===== src/rtl/conv_pkg.sv =====
// Shared types and post-processing helpers for the NPU compute blocks.
package conv_pkg;

  // Default kernel edge and its tap count; blocks derive their own from KERNEL_SIZE.
  localparam int unsigned KERNEL_SIZE_DEFAULT = 3;
  localparam int unsigned TAPS = KERNEL_SIZE_DEFAULT * KERNEL_SIZE_DEFAULT;

  typedef enum logic [2:0] {
    StIdle,
    StLoadKernel,
    StMac,
    StOutput,
    StFinish
  } conv_state_e;

  // Arithmetic shift, optional ReLU, then clamp into a signed 'width'-bit range.
  // Works on a 64-bit sign-extended accumulator so any ACC_WIDTH up to 64 fits;
  // the caller truncates the return value to its result width.
  function automatic logic signed [63:0] sat_narrow(input logic signed [63:0] acc,
                                                    input int unsigned        shift,
                                                    input logic               relu,
                                                    input int unsigned        width);
    logic signed [63:0] v;
    logic signed [63:0] hi;
    logic signed [63:0] lo;
    v  = acc >>> shift;
    if (relu && (v < 64'sd0)) v = 64'sd0;
    hi = (64'sd1 <<< (width - 1)) - 64'sd1;
    lo = -hi - 64'sd1;
    if (v > hi) v = hi;
    else if (v < lo) v = lo;
    return v;
  endfunction

endpackage


===== src/rtl/conv_mac_unit.sv =====
// Signed multiply-accumulate with synchronous clear (priority) and enable.
module conv_mac_unit
  import conv_pkg::*;
#(
  parameter int unsigned DATA_WIDTH = 8,
  parameter int unsigned ACC_WIDTH  = 24
) (
  input  logic                         i_clk,
  input  logic                         i_rst,
  input  logic                         i_clr,
  input  logic                         i_en,
  input  logic signed [DATA_WIDTH-1:0] i_a,
  input  logic signed [DATA_WIDTH-1:0] i_b,
  // acc + a*b; equals the next accumulator value whenever i_en is high
  output logic signed [ACC_WIDTH-1:0]  o_sum
);

  logic signed [2*DATA_WIDTH-1:0] prod;
  logic signed [ACC_WIDTH-1:0]    acc_q, acc_d;

  // Product, running sum and accumulator next-state.
  always_comb begin
    prod  = i_a * i_b;
    o_sum = acc_q + ACC_WIDTH'(prod);
    acc_d = acc_q;
    if (i_clr) begin
      acc_d = '0;
    end else if (i_en) begin
      acc_d = o_sum;
    end
  end

  // Accumulator register.
  always_ff @(posedge i_clk or posedge i_rst) begin
    if (i_rst) begin
      acc_q <= '0;
    end else begin
      acc_q <= acc_d;
    end
  end

endmodule


===== src/rtl/conv_mac_engine.sv =====
// Multi-window KxK convolution engine: loads the kernel once, then streams N
// windows through a MAC and hands post-processed results out over valid/ready.
module conv_mac_engine
  import conv_pkg::*;
#(
  parameter int unsigned KERNEL_SIZE = KERNEL_SIZE_DEFAULT,
  parameter int unsigned DATA_WIDTH  = 8,
  parameter int unsigned ACC_WIDTH   = 24,
  parameter int unsigned ADDR_WIDTH  = 8,
  parameter int unsigned CNT_WIDTH   = 8,
  parameter int unsigned SHIFT_WIDTH = 5
) (
  input  logic                   i_clk,
  input  logic                   i_rst,
  input  logic                   i_start,
  input  logic [ADDR_WIDTH-1:0]  i_kernel_base,
  input  logic [ADDR_WIDTH-1:0]  i_win_base,
  input  logic [CNT_WIDTH-1:0]   i_num_windows,
  input  logic [SHIFT_WIDTH-1:0] i_shift,
  input  logic                   i_relu_en,
  output logic [ADDR_WIDTH-1:0]  o_kernel_addr,
  input  logic [DATA_WIDTH-1:0]  i_kernel_data,
  output logic [ADDR_WIDTH-1:0]  o_win_addr,
  input  logic [DATA_WIDTH-1:0]  i_win_data,
  output logic [DATA_WIDTH-1:0]  o_result,
  output logic                   o_valid,
  input  logic                   i_ready,
  output logic                   o_busy,
  output logic                   o_done
);

  localparam int unsigned NumTaps = KERNEL_SIZE * KERNEL_SIZE;
  localparam int unsigned TcntW   = $clog2(NumTaps + 1);
  localparam int unsigned KidxW   = (NumTaps > 1) ? $clog2(NumTaps) : 1;
  // Last cycle that still advances the read address, and the final cycle of a phase.
  localparam logic [TcntW-1:0] TcntLastIssue = TcntW'(NumTaps - 1);
  localparam logic [TcntW-1:0] TcntEnd       = TcntW'(NumTaps);

  conv_state_e                  state_q, state_d;
  logic [TcntW-1:0]             tcnt_q, tcnt_d;
  logic [CNT_WIDTH-1:0]         win_q, win_d;
  logic [CNT_WIDTH-1:0]         num_q, num_d;
  logic [ADDR_WIDTH-1:0]        win_base_q, win_base_d;
  logic [ADDR_WIDTH-1:0]        kaddr_q, kaddr_d;
  logic [ADDR_WIDTH-1:0]        waddr_q, waddr_d;
  logic [SHIFT_WIDTH-1:0]       shift_q, shift_d;
  logic                         relu_q, relu_d;
  logic [DATA_WIDTH-1:0]        result_q, result_d;
  logic signed [DATA_WIDTH-1:0] kernel_q [NumTaps];
  logic signed [DATA_WIDTH-1:0] kernel_d [NumTaps];

  logic                         mac_clr, mac_en;
  logic [KidxW-1:0]             kidx;
  logic signed [DATA_WIDTH-1:0] mac_coef;
  logic signed [ACC_WIDTH-1:0]  mac_sum;

  // Data returning in phase cycle t belongs to tap t-1 (one-cycle SRAM latency).
  always_comb begin
    kidx     = KidxW'(tcnt_q - TcntW'(1));
    mac_coef = (tcnt_q != '0) ? kernel_q[kidx] : '0;
  end

  conv_mac_unit #(
    .DATA_WIDTH(DATA_WIDTH),
    .ACC_WIDTH (ACC_WIDTH)
  ) u_mac (
    .i_clk(i_clk),
    .i_rst(i_rst),
    .i_clr(mac_clr),
    .i_en (mac_en),
    .i_a  (i_win_data),
    .i_b  (mac_coef),
    .o_sum(mac_sum)
  );

  // FSM next-state, address generation, kernel capture and result formation.
  always_comb begin
    state_d    = state_q;
    tcnt_d     = tcnt_q;
    win_d      = win_q;
    num_d      = num_q;
    win_base_d = win_base_q;
    kaddr_d    = kaddr_q;
    waddr_d    = waddr_q;
    shift_d    = shift_q;
    relu_d     = relu_q;
    result_d   = result_q;
    kernel_d   = kernel_q;
    mac_clr    = 1'b0;
    mac_en     = 1'b0;

    unique case (state_q)
      StIdle: begin
        if (i_start) begin
          num_d      = i_num_windows;
          win_base_d = i_win_base;
          shift_d    = i_shift;
          relu_d     = i_relu_en;
          win_d      = '0;
          tcnt_d     = '0;
          if (i_num_windows == '0) begin
            state_d = StFinish;
          end else begin
            state_d = StLoadKernel;
            kaddr_d = i_kernel_base;
          end
        end
      end

      StLoadKernel: begin
        if (tcnt_q != '0) kernel_d[kidx] = i_kernel_data;
        if (tcnt_q < TcntLastIssue) kaddr_d = kaddr_q + ADDR_WIDTH'(1);
        if (tcnt_q == TcntEnd) begin
          state_d = StMac;
          tcnt_d  = '0;
          waddr_d = win_base_q;
          mac_clr = 1'b1;
        end else begin
          tcnt_d = tcnt_q + TcntW'(1);
        end
      end

      StMac: begin
        mac_en = (tcnt_q != '0);
        if (tcnt_q < TcntLastIssue) waddr_d = waddr_q + ADDR_WIDTH'(1);
        if (tcnt_q == TcntEnd) begin
          // mac_sum already includes the last tap's product here.
          state_d  = StOutput;
          tcnt_d   = '0;
          result_d = DATA_WIDTH'(sat_narrow(64'(mac_sum), 32'(shift_q), relu_q, DATA_WIDTH));
        end else begin
          tcnt_d = tcnt_q + TcntW'(1);
        end
      end

      StOutput: begin
        if (i_ready) begin
          if (win_q == num_q - CNT_WIDTH'(1)) begin
            state_d = StFinish;
          end else begin
            // Windows are contiguous, so the next one starts right after the last pixel.
            win_d   = win_q + CNT_WIDTH'(1);
            state_d = StMac;
            tcnt_d  = '0;
            waddr_d = waddr_q + ADDR_WIDTH'(1);
            mac_clr = 1'b1;
          end
        end
      end

      StFinish: state_d = StIdle;

      default: state_d = StIdle;
    endcase
  end

  // State, configuration, kernel and result registers.
  always_ff @(posedge i_clk or posedge i_rst) begin
    if (i_rst) begin
      state_q    <= StIdle;
      tcnt_q     <= '0;
      win_q      <= '0;
      num_q      <= '0;
      win_base_q <= '0;
      kaddr_q    <= '0;
      waddr_q    <= '0;
      shift_q    <= '0;
      relu_q     <= 1'b0;
      result_q   <= '0;
      for (int unsigned i = 0; i < NumTaps; i++) kernel_q[i] <= '0;
    end else begin
      state_q    <= state_d;
      tcnt_q     <= tcnt_d;
      win_q      <= win_d;
      num_q      <= num_d;
      win_base_q <= win_base_d;
      kaddr_q    <= kaddr_d;
      waddr_q    <= waddr_d;
      shift_q    <= shift_d;
      relu_q     <= relu_d;
      result_q   <= result_d;
      kernel_q   <= kernel_d;
    end
  end

  // Status outputs decode straight from the state so reset clears them at once.
  always_comb begin
    o_kernel_addr = kaddr_q;
    o_win_addr    = waddr_q;
    o_result      = result_q;
    o_valid       = (state_q == StOutput);
    o_busy        = (state_q != StIdle);
    o_done        = (state_q == StFinish);
  end

endmodule


===== config.mk =====
export PLATFORM = sky130hd
export DESIGN_NAME = conv_mac_engine
export DESIGN_NICKNAME = d
export VERILOG_FILES = /design/src/rtl/conv_pkg.sv /design/src/rtl/conv_mac_unit.sv /design/src/rtl/conv_mac_engine.sv
export SDC_FILE = /design/constraint.sdc
export NUM_CORES = 1
export LEC_CHECK = 0
export ABC_CLOCK_PERIOD_IN_PS = 9500
export BUFFER_PORTS_ARGS = -buffer_cell sky130_fd_sc_hd__buf_2
export CAP_MARGIN = 15
export CORE_UTILIZATION = 32
export CTS_CLUSTER_SIZE = 24
export DETAILED_ROUTE_END_ITERATION = 7
export HOLD_SLACK_MARGIN = 0.15
export SYNTH_ARGS = -nofsm -noshare
export SYNTH_HDL_FRONTEND = slang
export SYNTH_HIERARCHICAL = 1
export SYNTH_SLANG_ARGS = --single-unit

===== constraint.sdc =====
create_clock -name i_clk -period 9.5 [get_ports i_clk]
set_input_delay 0.475 -clock i_clk [delete_from_list [all_inputs] [get_ports i_clk]]
set_output_delay 0.475 -clock i_clk [all_outputs]
set_load 0.03 [all_outputs]

* Word-level counts from Yosys, hierarchy flattened
Cells that the tools add are included. Widths: inputs -> output; s select.
Word-level totals: bits in registers 157, logic and storage cells 114
Operators by class: add/sub/neg operators 7, multiply operators 1, order comparisons 6, equality and inequality tests 14, shift operators 1, mux-type cells 44, bitwise gates (word level) 1, reductions and logical operators 20
Operators with widths (number):
- $mux 64 | 3
- $mux 8 | 16
- $bwmux 72 | 1
- $gt 64x8->1 const B | 1
- $lt 64x1->1 const B | 1
- $lt 64x8->1 const B | 1
- $sshr 24x5->64 | 1
- $mux 24 | 2
- $bmux 8 s4 | 1
- $demux 8 s4 | 1
- $pmux 8 s2 | 2
- $add 24x16->24 | 1
- $add 8x1->8 const B | 3
- $pmux 8 s3 | 1
- $mux 3 | 6
- $mul 8x8->16 | 1
- $mux 4 | 4
- $reduce_and 4->1 | 4
- $ne 2x2->1 const B | 7
- $pmux 3 s4 | 1
- $pmux 4 s3 | 1
- $reduce_bool 3->1 | 3
- $eq 8x8->1 | 1
- $logic_not 8->1 | 1
- 21 further kinds | 30

* Longest topological paths before layout
Gate-level depths: netlist of run 1.
word-level depth 17, depth in mapped cells 35, mapped depth without buffers 32

* Hierarchy
Netlist of run 1, hierarchy kept.
By module, submodules not included:
- conv_mac_engine | instances 1, cells an instance 810, area each 8291.7 sq um, seq. area each 3328.2 sq um
- conv_mac_unit | instances 1, cells an instance 490, area each 5183.7 sq um, seq. area each 600.6 sq um

* Worst setup path before layout of run 1
Ideal clock, no wire load.
path type flip-flop to flip-flop, from reg tcnt_q[0], to reg result_q[0] (netlist: o_result[0]), arrival 8990 ps, required time 9417 ps, setup slack 427 ps, stages on the path, launching flop included 34, path buffers 4, clock period less this slack 9073 ps, cell sequence dfrtp_1 > clkbuf_1 > inv_1 > ha_1 > clkbuf_1 > clkbuf_1 > mux4_2 > nand2_1 > a21oi_1 > a31oi_1 > nor2_1 > and2_1 > fa_1 > inv_1 > fa_1 > inv_1 > fa_1 > fa_1 > ha_1 > ha_1 > buf_6 > a2111o_1 > o22ai_2 > o21ai_2 > a31oi_4 > o21ai_1 > xnor2_1 > mux2i_1 > mux4_2 > nor3_1 > a41oi_1 > o31ai_4 > o221ai_1 > o21ai_0
On the way: longest elaborated chain between the ends 17
Ends and longest elaborated chain:
- start, declared | RTL line conv_mac_engine.sv:40 | logic [TcntW-1:0] tcnt_q, tcnt_d;
- start signal, assigned | RTL line conv_mac_engine.sv:173 | tcnt_q <= tcnt_d;
- $sub 4x1->4 | RTL line conv_mac_engine.sv:59 | kidx = KidxW'(tcnt_q - TcntW'(1));
- $not 4->5 (implied by the code) | RTL line conv_mac_engine.sv:60 | mac_coef = (tcnt_q != '0) ? kernel_q[kidx] : '0;
- $bmux 8 s4 | RTL line conv_mac_engine.sv:60
- $mux 8 (implied by the code) (2 in series) | RTL line conv_mac_engine.sv:60
- $mux 8 (*) | RTL line conv_mac_engine.sv:60
- net mac_coef[1] | RTL line conv_mac_engine.sv:54 | logic signed [DATA_WIDTH-1:0] mac_coef;
- $mul 8x8->16 (*) | RTL line conv_mac_unit.sv:23 | prod = i_a * i_b;
- $add 24x16->24 (*) | RTL line conv_mac_unit.sv:24 | o_sum = acc_q + ACC_WIDTH'(prod);
- net mac_sum[21] | RTL line conv_mac_engine.sv:55 | logic signed [ACC_WIDTH-1:0] mac_sum;
- [... 1 more ...]
- $lt 64x1->1 | RTL line conv_pkg.sv:27 | if (relu && (v < 64'sd0)) v = 64'sd0;
- $logic_and 1x1->1 | RTL line conv_pkg.sv:27
- $mux 64 (*) | RTL line conv_pkg.sv:27
- $mux 64 (*) | RTL line conv_mac_engine.sv:126 | if (tcnt_q == TcntEnd) begin
- $mux 64 (*) | RTL line conv_mac_engine.sv:92 | unique case (state_q)
- $lt 64x8->1 | RTL line conv_pkg.sv:31 | else if (v < lo) v = lo;
- $mux 8 | RTL line conv_pkg.sv:31
- $mux 8 (*) | RTL line conv_pkg.sv:30 | if (v > hi) v = hi;
- end signal, assigned | RTL line conv_mac_engine.sv:181 | result_q <= result_d;
- end, declared | RTL line conv_mac_engine.sv:48 | logic [DATA_WIDTH-1:0] result_q, result_d;
The timed path passes the listed nets; every way through them passes the cells marked *. The select of a mux whose other input is x is not followed. A chain may end at the register's enable or synchronous reset.

* Worst setup path after layout of run 1
from reg tcnt_q[1], to reg result_q[2] (netlist: o_result[2])
Same word-level chain as after synthesis.

==> results list, run 1 <==
- Largest driver fanout on the critical path: 9
* Path class of the lowest-slack min-delay path: input port to register
* Biggest area contributors in the synthesized netlist: sky130_fd_sc_hd__dfrtp_1, sky130_fd_sc_hd__fa_1, sky130_fd_sc_hd__mux2_2
- After synthesis, the mean cell area works out to 10.4 sq um.
- Counting flops with a built-in enable in the synthesized netlist gives 0.
- The worst register-to-register path begins at tcnt_q[1].
* Count of inserted antenna diode cells: 0
* Total number of nets in the final design: about 1,600
- The tree is rooted in a sky130_fd_sc_hd__clkbuf_16.
- Run status: complete, no violations
- Post-synth top flop: sky130_fd_sc_hd__dfrtp_1
- Starting density of the core: 0.327
- End of the worst register-to-register path: o_result[2]
- For this run, the top clock speed supported by timing is 112 MHz.
- For this run the aggregate overflow at the end of global routing stands at 0.
- Total number of clock tree sinks: between 150 and 200
- Across all layers, the routed design uses 9,989 vias.
* Arrival time worst endpoint: 9.27 ns
- Antenna violations before repair: 1
- Summing all placed instances gives a cell area of 14,400 sq um.
- Setup violations remaining at the end of the flow were counted as 0.
* Final hold violation count: 0
- Proportion of netlist area held by the largest area contributor: 0.292
- Number of levels the H-tree was split into: 4
* Pins Over Slew Limit: 0
- In the routed design, unresolved DRC markers number 0.
- The worst hold path terminates at win_base_q[1].
- Depth of the most critical reg-to-reg path: 29
- Post-synthesis sequential area ratio: 0.292
* Final Skew: about 0.016 ns
- Synth-to-Final Area Change: 12.4%
- The count of nets left with antenna violations once routing finished came out at 0.
- Via count of the first global-routing pass: between 10,000 and 15,000
- Post-layout min period: between 8 and 9 ns
- Minimum setup slack among reg-to-reg paths: around 0.59 ns
* Maximum cell stage delay along the critical path: roughly 0.70 ns
* Sum of negative setup slack: 0 ns
- In the global route stage, overall resource usage came out at 0.160.
- The first global-routing pass estimated about 56,000 um of wire.
- Setup repair after global routing left no endpoint under its margin.
* Final GP Congestion: 0.892
- The wire-length estimate of the detail-placed layout is between 20,000 and 25,000 um.
* Post-synth ARST share: 1.00
- The clock reaches the later pin of the worst-skew pair after roughly 0.45 ns.
- Dominant cell by count in the synthesized netlist: sky130_fd_sc_hd__nand2_1
- Synthesis inferred roughly 160 register bits.
- Maximum number of pins on one net before global-route repair: 48
* Initial DRT Pass Iterations: 6
* DIE AREA: between 40,000 and 50,000 sq um
- Kind of critical path: register to register
- Total nets after synthesis: around 1,500
* Slowest cell on crit path: sky130_fd_sc_hd__xor2_1
- Deepest clock path buffer count: 2
* TritonCTS clock tree: yes
- Num ports: 77
- Startpoint type of the worst setup path: register
- The floorplan step set the die width to a little over 200 um.
* Count of unique library cells instantiated by Yosys: 84
* Required time of the critical path: 9.86 ns
* Layout cells sized above 1: 0.212
* Total wire length after detailed routing: roughly 33,000 um
- The worst setup path is captured at a register.
* Post-detailed-route wirelength per cell: approximately 17 um
* Floorplan row count: between 70 and 80
* Core box area: slightly above 40,000 sq um
- The cell area that synthesis handed to floorplanning was approximately 13,000 sq um.
* HP Start: i_win_base[1]
* Post-CTS clock slew at the launch and capture registers of the worst setup and hold paths: roughly 0.08 ns
* Count of synthesis-stage warnings from yosys: 6
* Biggest area consumer among synthesized cells: sky130_fd_sc_hd__dfrtp_1
- CTS buffer count: 17
- Die Y-Extent: between 200 and 250 um
- Dividing the detail-routed via count by the number of cells gives about 5.2.
- Crit share post-route: 0.938
- First DRT Iteration DRCs: 704
* Number of buffers inserted by port buffering: 76
- Slew at the pin closest to its max-slew limit: ~1.1 ns
* Max capacitance violation total: 0
- Headroom to the max-slew limit came out at 0.297.
* Gate Count Post-Synth: between 1,000 and 1,500
- In the synthesized netlist, the cells that appear most often are sky130_fd_sc_hd__nand2_1, sky130_fd_sc_hd__dfrtp_1, sky130_fd_sc_hd__fa_1.
* Count of cells along the worst hold path: 3
* Final instance area: between 15,000 and 20,000 sq um
## area by class of cell
class,instances,area (sq um)
clock buffers,18,439
clock inverters,14,195
fillers,4059,26100
inverters,103,395
multi-input cells,987,8940
flip-flops and latches,157,3930
well taps,532,666
repair buffers,101,591
## stage by stage
step	hold slack (ns)	std cells	worst slack (ns)	utilization
after CTS	0.208	1909	0.0615	0.366
after detailed placement	0.470	1876	0.0857	0.350
final	0.231	1912	0.592	0.368
after floorplan	0.440	1300	0.427	-
after global routing	0.238	1912	0.00787	0.368
after global placement	0.460	1876	0.464	0.350
## per-layer routing
layer	vias to the layer above	routed length, um	GRT usage
li1	4694	-	-
met1	5024	15300	0.216
met2	240	15800	0.267
met3	29	1440	0.0248
met4	2	389	0.0407
met5	-	13	0
## cell usage in the layout, fill, tap and decap left out, types with 17 or more instances in the layout
| cell type | instances |
|---|---|
| sky130_fd_sc_hd__a21oi_1 | 47 |
| sky130_fd_sc_hd__a31oi_1 | 19 |
| sky130_fd_sc_hd__and2_1 | 44 |
| sky130_fd_sc_hd__buf_2 | 76 |
| sky130_fd_sc_hd__buf_4 | 23 |
| sky130_fd_sc_hd__clkbuf_16 | 17 |
| sky130_fd_sc_hd__dfrtp_1 | 157 |
| sky130_fd_sc_hd__fa_1 | 103 |
| sky130_fd_sc_hd__ha_1 | 65 |
| sky130_fd_sc_hd__inv_1 | 98 |
| sky130_fd_sc_hd__mux2_2 | 83 |
| sky130_fd_sc_hd__mux2i_1 | 44 |
| sky130_fd_sc_hd__mux4_2 | 40 |
| sky130_fd_sc_hd__nand2_1 | 160 |
| sky130_fd_sc_hd__nand3_1 | 21 |
| sky130_fd_sc_hd__nor2_1 | 77 |
| sky130_fd_sc_hd__o21ai_0 | 53 |
| sky130_fd_sc_hd__xnor2_1 | 27 |
## worst max path at each step
stage	from	end	slack (ns)	cells past startpoint
final	tcnt_q[1]	o_result[2]	0.59	29
after global routing	tcnt_q[1]	o_result[0]	0.008	30
after CTS	tcnt_q[1]	o_result[0]	0.06	31
after detailed placement	tcnt_q[1]	o_result[2]	0.09	31
after global placement	tcnt_q[1]	o_result[1]	0.46	27
after floorplan	tcnt_q[0]	o_result[0]	0.43	33
## critical path, delay by kind of cell (launching register included)
kind	cells	cell delay, ns
AO/OA/AOI/OAI	9	1.80
XOR/XNOR	1	0.70
adder cells (fa/ha/maj)	7	3.30
buffers and inverters	5	0.66
flip-flops	1	0.47
multiplexers	3	1.32
AND/OR/NAND/NOR	4	0.55
## flip-flops by register name (all words and copies together), names as in the netlist
register,flops
kernel_q,72
u_mac/acc_q,24
num_q,8
o_kernel_addr,8
o_result,8
o_win_addr,8
win_base_q,8
win_q,8
shift_q,5
tcnt_q,4
state_q,3
relu_q,1
## cells by family (layout without fill, tap and decap cells)
kind of cell	after synthesis	after routing	share of synthesized area
AOI/OAI and AO/OA	221	221	0.113
buffers and inverters	156	236	0.0491
and+or+nand+nor	388	388	0.135
adders and majority gates	170	170	0.216
muxes	168	168	0.170
xor gates and xnor gates	40	40	0.0260
DFF	157	157	0.292
## what timing repair did
item	in CTS	in global routing
buffers inserted	0	2
resized for setup	0	11
setup endpoints to repair	0	7
hold buffers	1	0
hold endpoints to repair	40	0
Power of run 1 is left out: the tool's default activity adds up to more than one toggle a clock period on the data nets, which glitch-free logic cannot reach.
==> run 2: changes to the inputs <==
--- a/config.mk
+++ b/config.mk
@@ -12,6 +12,7 @@
 export CTS_CLUSTER_SIZE = 24
 export DETAILED_ROUTE_END_ITERATION = 7
 export HOLD_SLACK_MARGIN = 0.15
+export MAX_ROUTING_LAYER = met4
 export SYNTH_ARGS = -nofsm -noshare
 export SYNTH_HDL_FRONTEND = slang
 export SYNTH_HIERARCHICAL = 1
==> results list, run 2 (synthesis gave the netlist of run 1 again) <==
* Kind of critical path: register to register
- The count of final max-slew check failures is 0.
- Clock tree synthesis selected as its root buffer the cell sky130_fd_sc_hd__clkbuf_16.
* CTS buffer count: 17
- Together, buffers and inverters on the worst path number 5.
* Tot GR Track Use: 0.165
* Post-CTS clock slew at the launch and capture registers of the worst setup and hold paths: approximately 0.080 ns
* Number of levels the H-tree was split into: 4
- The later pin in the worst-skew pair is clocked with a latency of about 0.45 ns.
* Setup repair after global routing missed its margin: false
- The worst setup path is launched from a register.
* Commonest cells after routing, fill and taps aside: sky130_fd_sc_hd__nand2_1, sky130_fd_sc_hd__dfrtp_1, sky130_fd_sc_hd__fa_1
- The count of endpoints failing hold in the final timing report was 0.
- Die Y-Extent: 207 um
- Via count of the first global-routing pass: 10,600
- From synthesis to final layout, the design area changed by 12.5%.
- Summing all multi-input logic gate instances after layout gives 8940 sq um.
- Antenna violations before repair: 1
* Reg area: 3930 sq um
- Starting density of the core: 0.327
- Wire length of the first global-routing pass: 55,600 um
- Routability-driven placement finished with a final weighted congestion of between 0.9 and 1.
- Dividing the detail-routed via count by the number of cells gives between 5 and 6.
* Worst Setup End Kind: register
* Maximum number of pins on one net before global-route repair: 48
- Leaving out fill and tap cells, the most frequent cell in the layout is sky130_fd_sc_hd__nand2_1.
* Final global-route overflow total: 0
- The tool flagged a number of max-cap violations equal to 0.
- Once detail routing completed, the nets flagged for antenna violations numbered 0.
- In this run the worst hold path is classified as input port to register.
- TritonCTS built the clock tree.
- Post-layout min period: just under 9 ns
- Required time of the critical path: 9.86 ns
- Slew at the pin closest to its max-slew limit: 1.05 ns
- After detailed routing, the number of remaining DRC violations is 0.
- Final setup violation count: 0
- Layout cells sized above 1: 0.212
* Sum of negative setup slack: 0 ns
* Num ports: 77
* DIE AREA: 42,900 sq um
- Cell type group with the largest total delay on the critical path: adder cells
* Total wire length after detailed routing: between 30,000 and 40,000 um
- Largest registers: kernel_q: 72 flops, u_mac/acc_q: 24 flops
- Number of buffers inserted by port buffering: between 70 and 80
- Most flop-heavy register: kernel_q
- Measured against its own limit, the worst slew margin works out to 0.301.
- The detailed router finished its first iteration with between 700 and 800 violations.
* Crit share post-route: 0.938
* Largest driver fanout on the critical path: 9
* Total number of clock tree sinks: between 150 and 200
- Core box area: 41,200 sq um
- After floorplanning, the core was divided into 74 placement rows.
- The die is roughly 210 um wide.
- After filler insertion, the fill cell instance count of the layout stands at a little over 4,000.
* Post-detailed-route wirelength per cell: roughly 17 um
* Routed via count: roughly 10,000
- On the critical path, the stage with the largest delay is an instance of sky130_fd_sc_hd__xor2_1.
* HPWL reported at the end of detailed placement: 24,700 um
* Run status: complete, no violations
- Initial DRT Pass Iterations: 6
* Number of flip-flops in the largest register: 72
- Between clock sinks in the finished design, the worst skew comes to between 0.015 and 0.02 ns.
- Counting along the longest clock path gives a buffer depth of 2.
* Maximum cell stage delay along the critical path: ~0.7 ns
* Total number of nets in the final design: ~1,600
- Static timing analysis puts the maximum clock frequency at roughly 110 MHz.
* Arrival time worst endpoint: just over 9 ns
## run 2: changes by cell type in the layout (fill, tap and decap cells not counted)
cell                      delta
sky130_fd_sc_hd__diode_2     +1
## run 2: worst reg2reg max path, delay by kind of cell (launching register included)
| kind | cells | cell delay, ns |
|---|---|---|
| AO/OA/AOI/OAI | 9 | 1.82 |
| XOR/XNOR | 1 | 0.70 |
| adder cells (fa/ha/maj) | 7 | 3.31 |
| buffers and inverters | 5 | 0.66 |
| flip-flops | 1 | 0.47 |
| multiplexers | 3 | 1.32 |
| AND/OR/NAND/NOR | 4 | 0.55 |
## run 2: metrics by stage
step	hold WS (ns)	cells	area (sq um)	util	setup WS, ns
after floorplan	0.440	1300	13500	-	0.427
after global placement	0.460	1876	14400	0.350	0.464
after detailed placement	0.470	1876	14400	0.350	0.0857
after CTS	0.208	1909	15100	0.366	0.0615
after global routing	0.238	1913	15200	0.368	0.00638
final	0.231	1913	15200	0.368	0.590
## run 2: cell type report
type	count	share of cell area
tap	532	0.0439
inverter	103	0.0261
clock inverter	14	0.0129
timing repair buffer	101	0.0390
sequential	157	0.259
antenna	1	0.000165
clock buffer	18	0.0290
multi-input combinational	987	0.590
## run 2: path summary, 6_finish.rpt
kind / to / depth (start not counted) / slack, ns / startpoint
min in group asynchronous: u_mac/acc_q[3] / 3 / 0.57 / i_rst
max in group asynchronous: tcnt_q[3] / 5 / 7.26 / i_rst
worst min-delay path: win_base_q[1] / 3 / 0.23 / i_win_base[1]
worst max-delay path: o_result[2] / 29 / 0.59 / tcnt_q[1]
worst min register to register: win_base_q[1] / 2 / 0.48 / win_base_q[1]
worst max register to register: o_result[2] / 29 / 0.59 / tcnt_q[1]
## run 2: repair_timing
action | 4_1_cts | 5_1_grt
setup buffers | 0 | 2
endpoints found under the hold margin | 40 | 0
endpoints found under the setup margin | 0 | 7
hold buffers | 1 | 0
resized for setup | 0 | 11
## run 2: metal layers
metal | vias up | part of all wire | GRT usage
met5 | - | 0 | -
met4 | 0 | 0.011 | 0.0407
met3 | 27 | 0.035 | 0.0238
met2 | 220 | 0.48 | 0.267
met1 | 5074 | 0.47 | 0.217
li1 | 4690 | - | -
Power of run 2 is left out for the same reason.
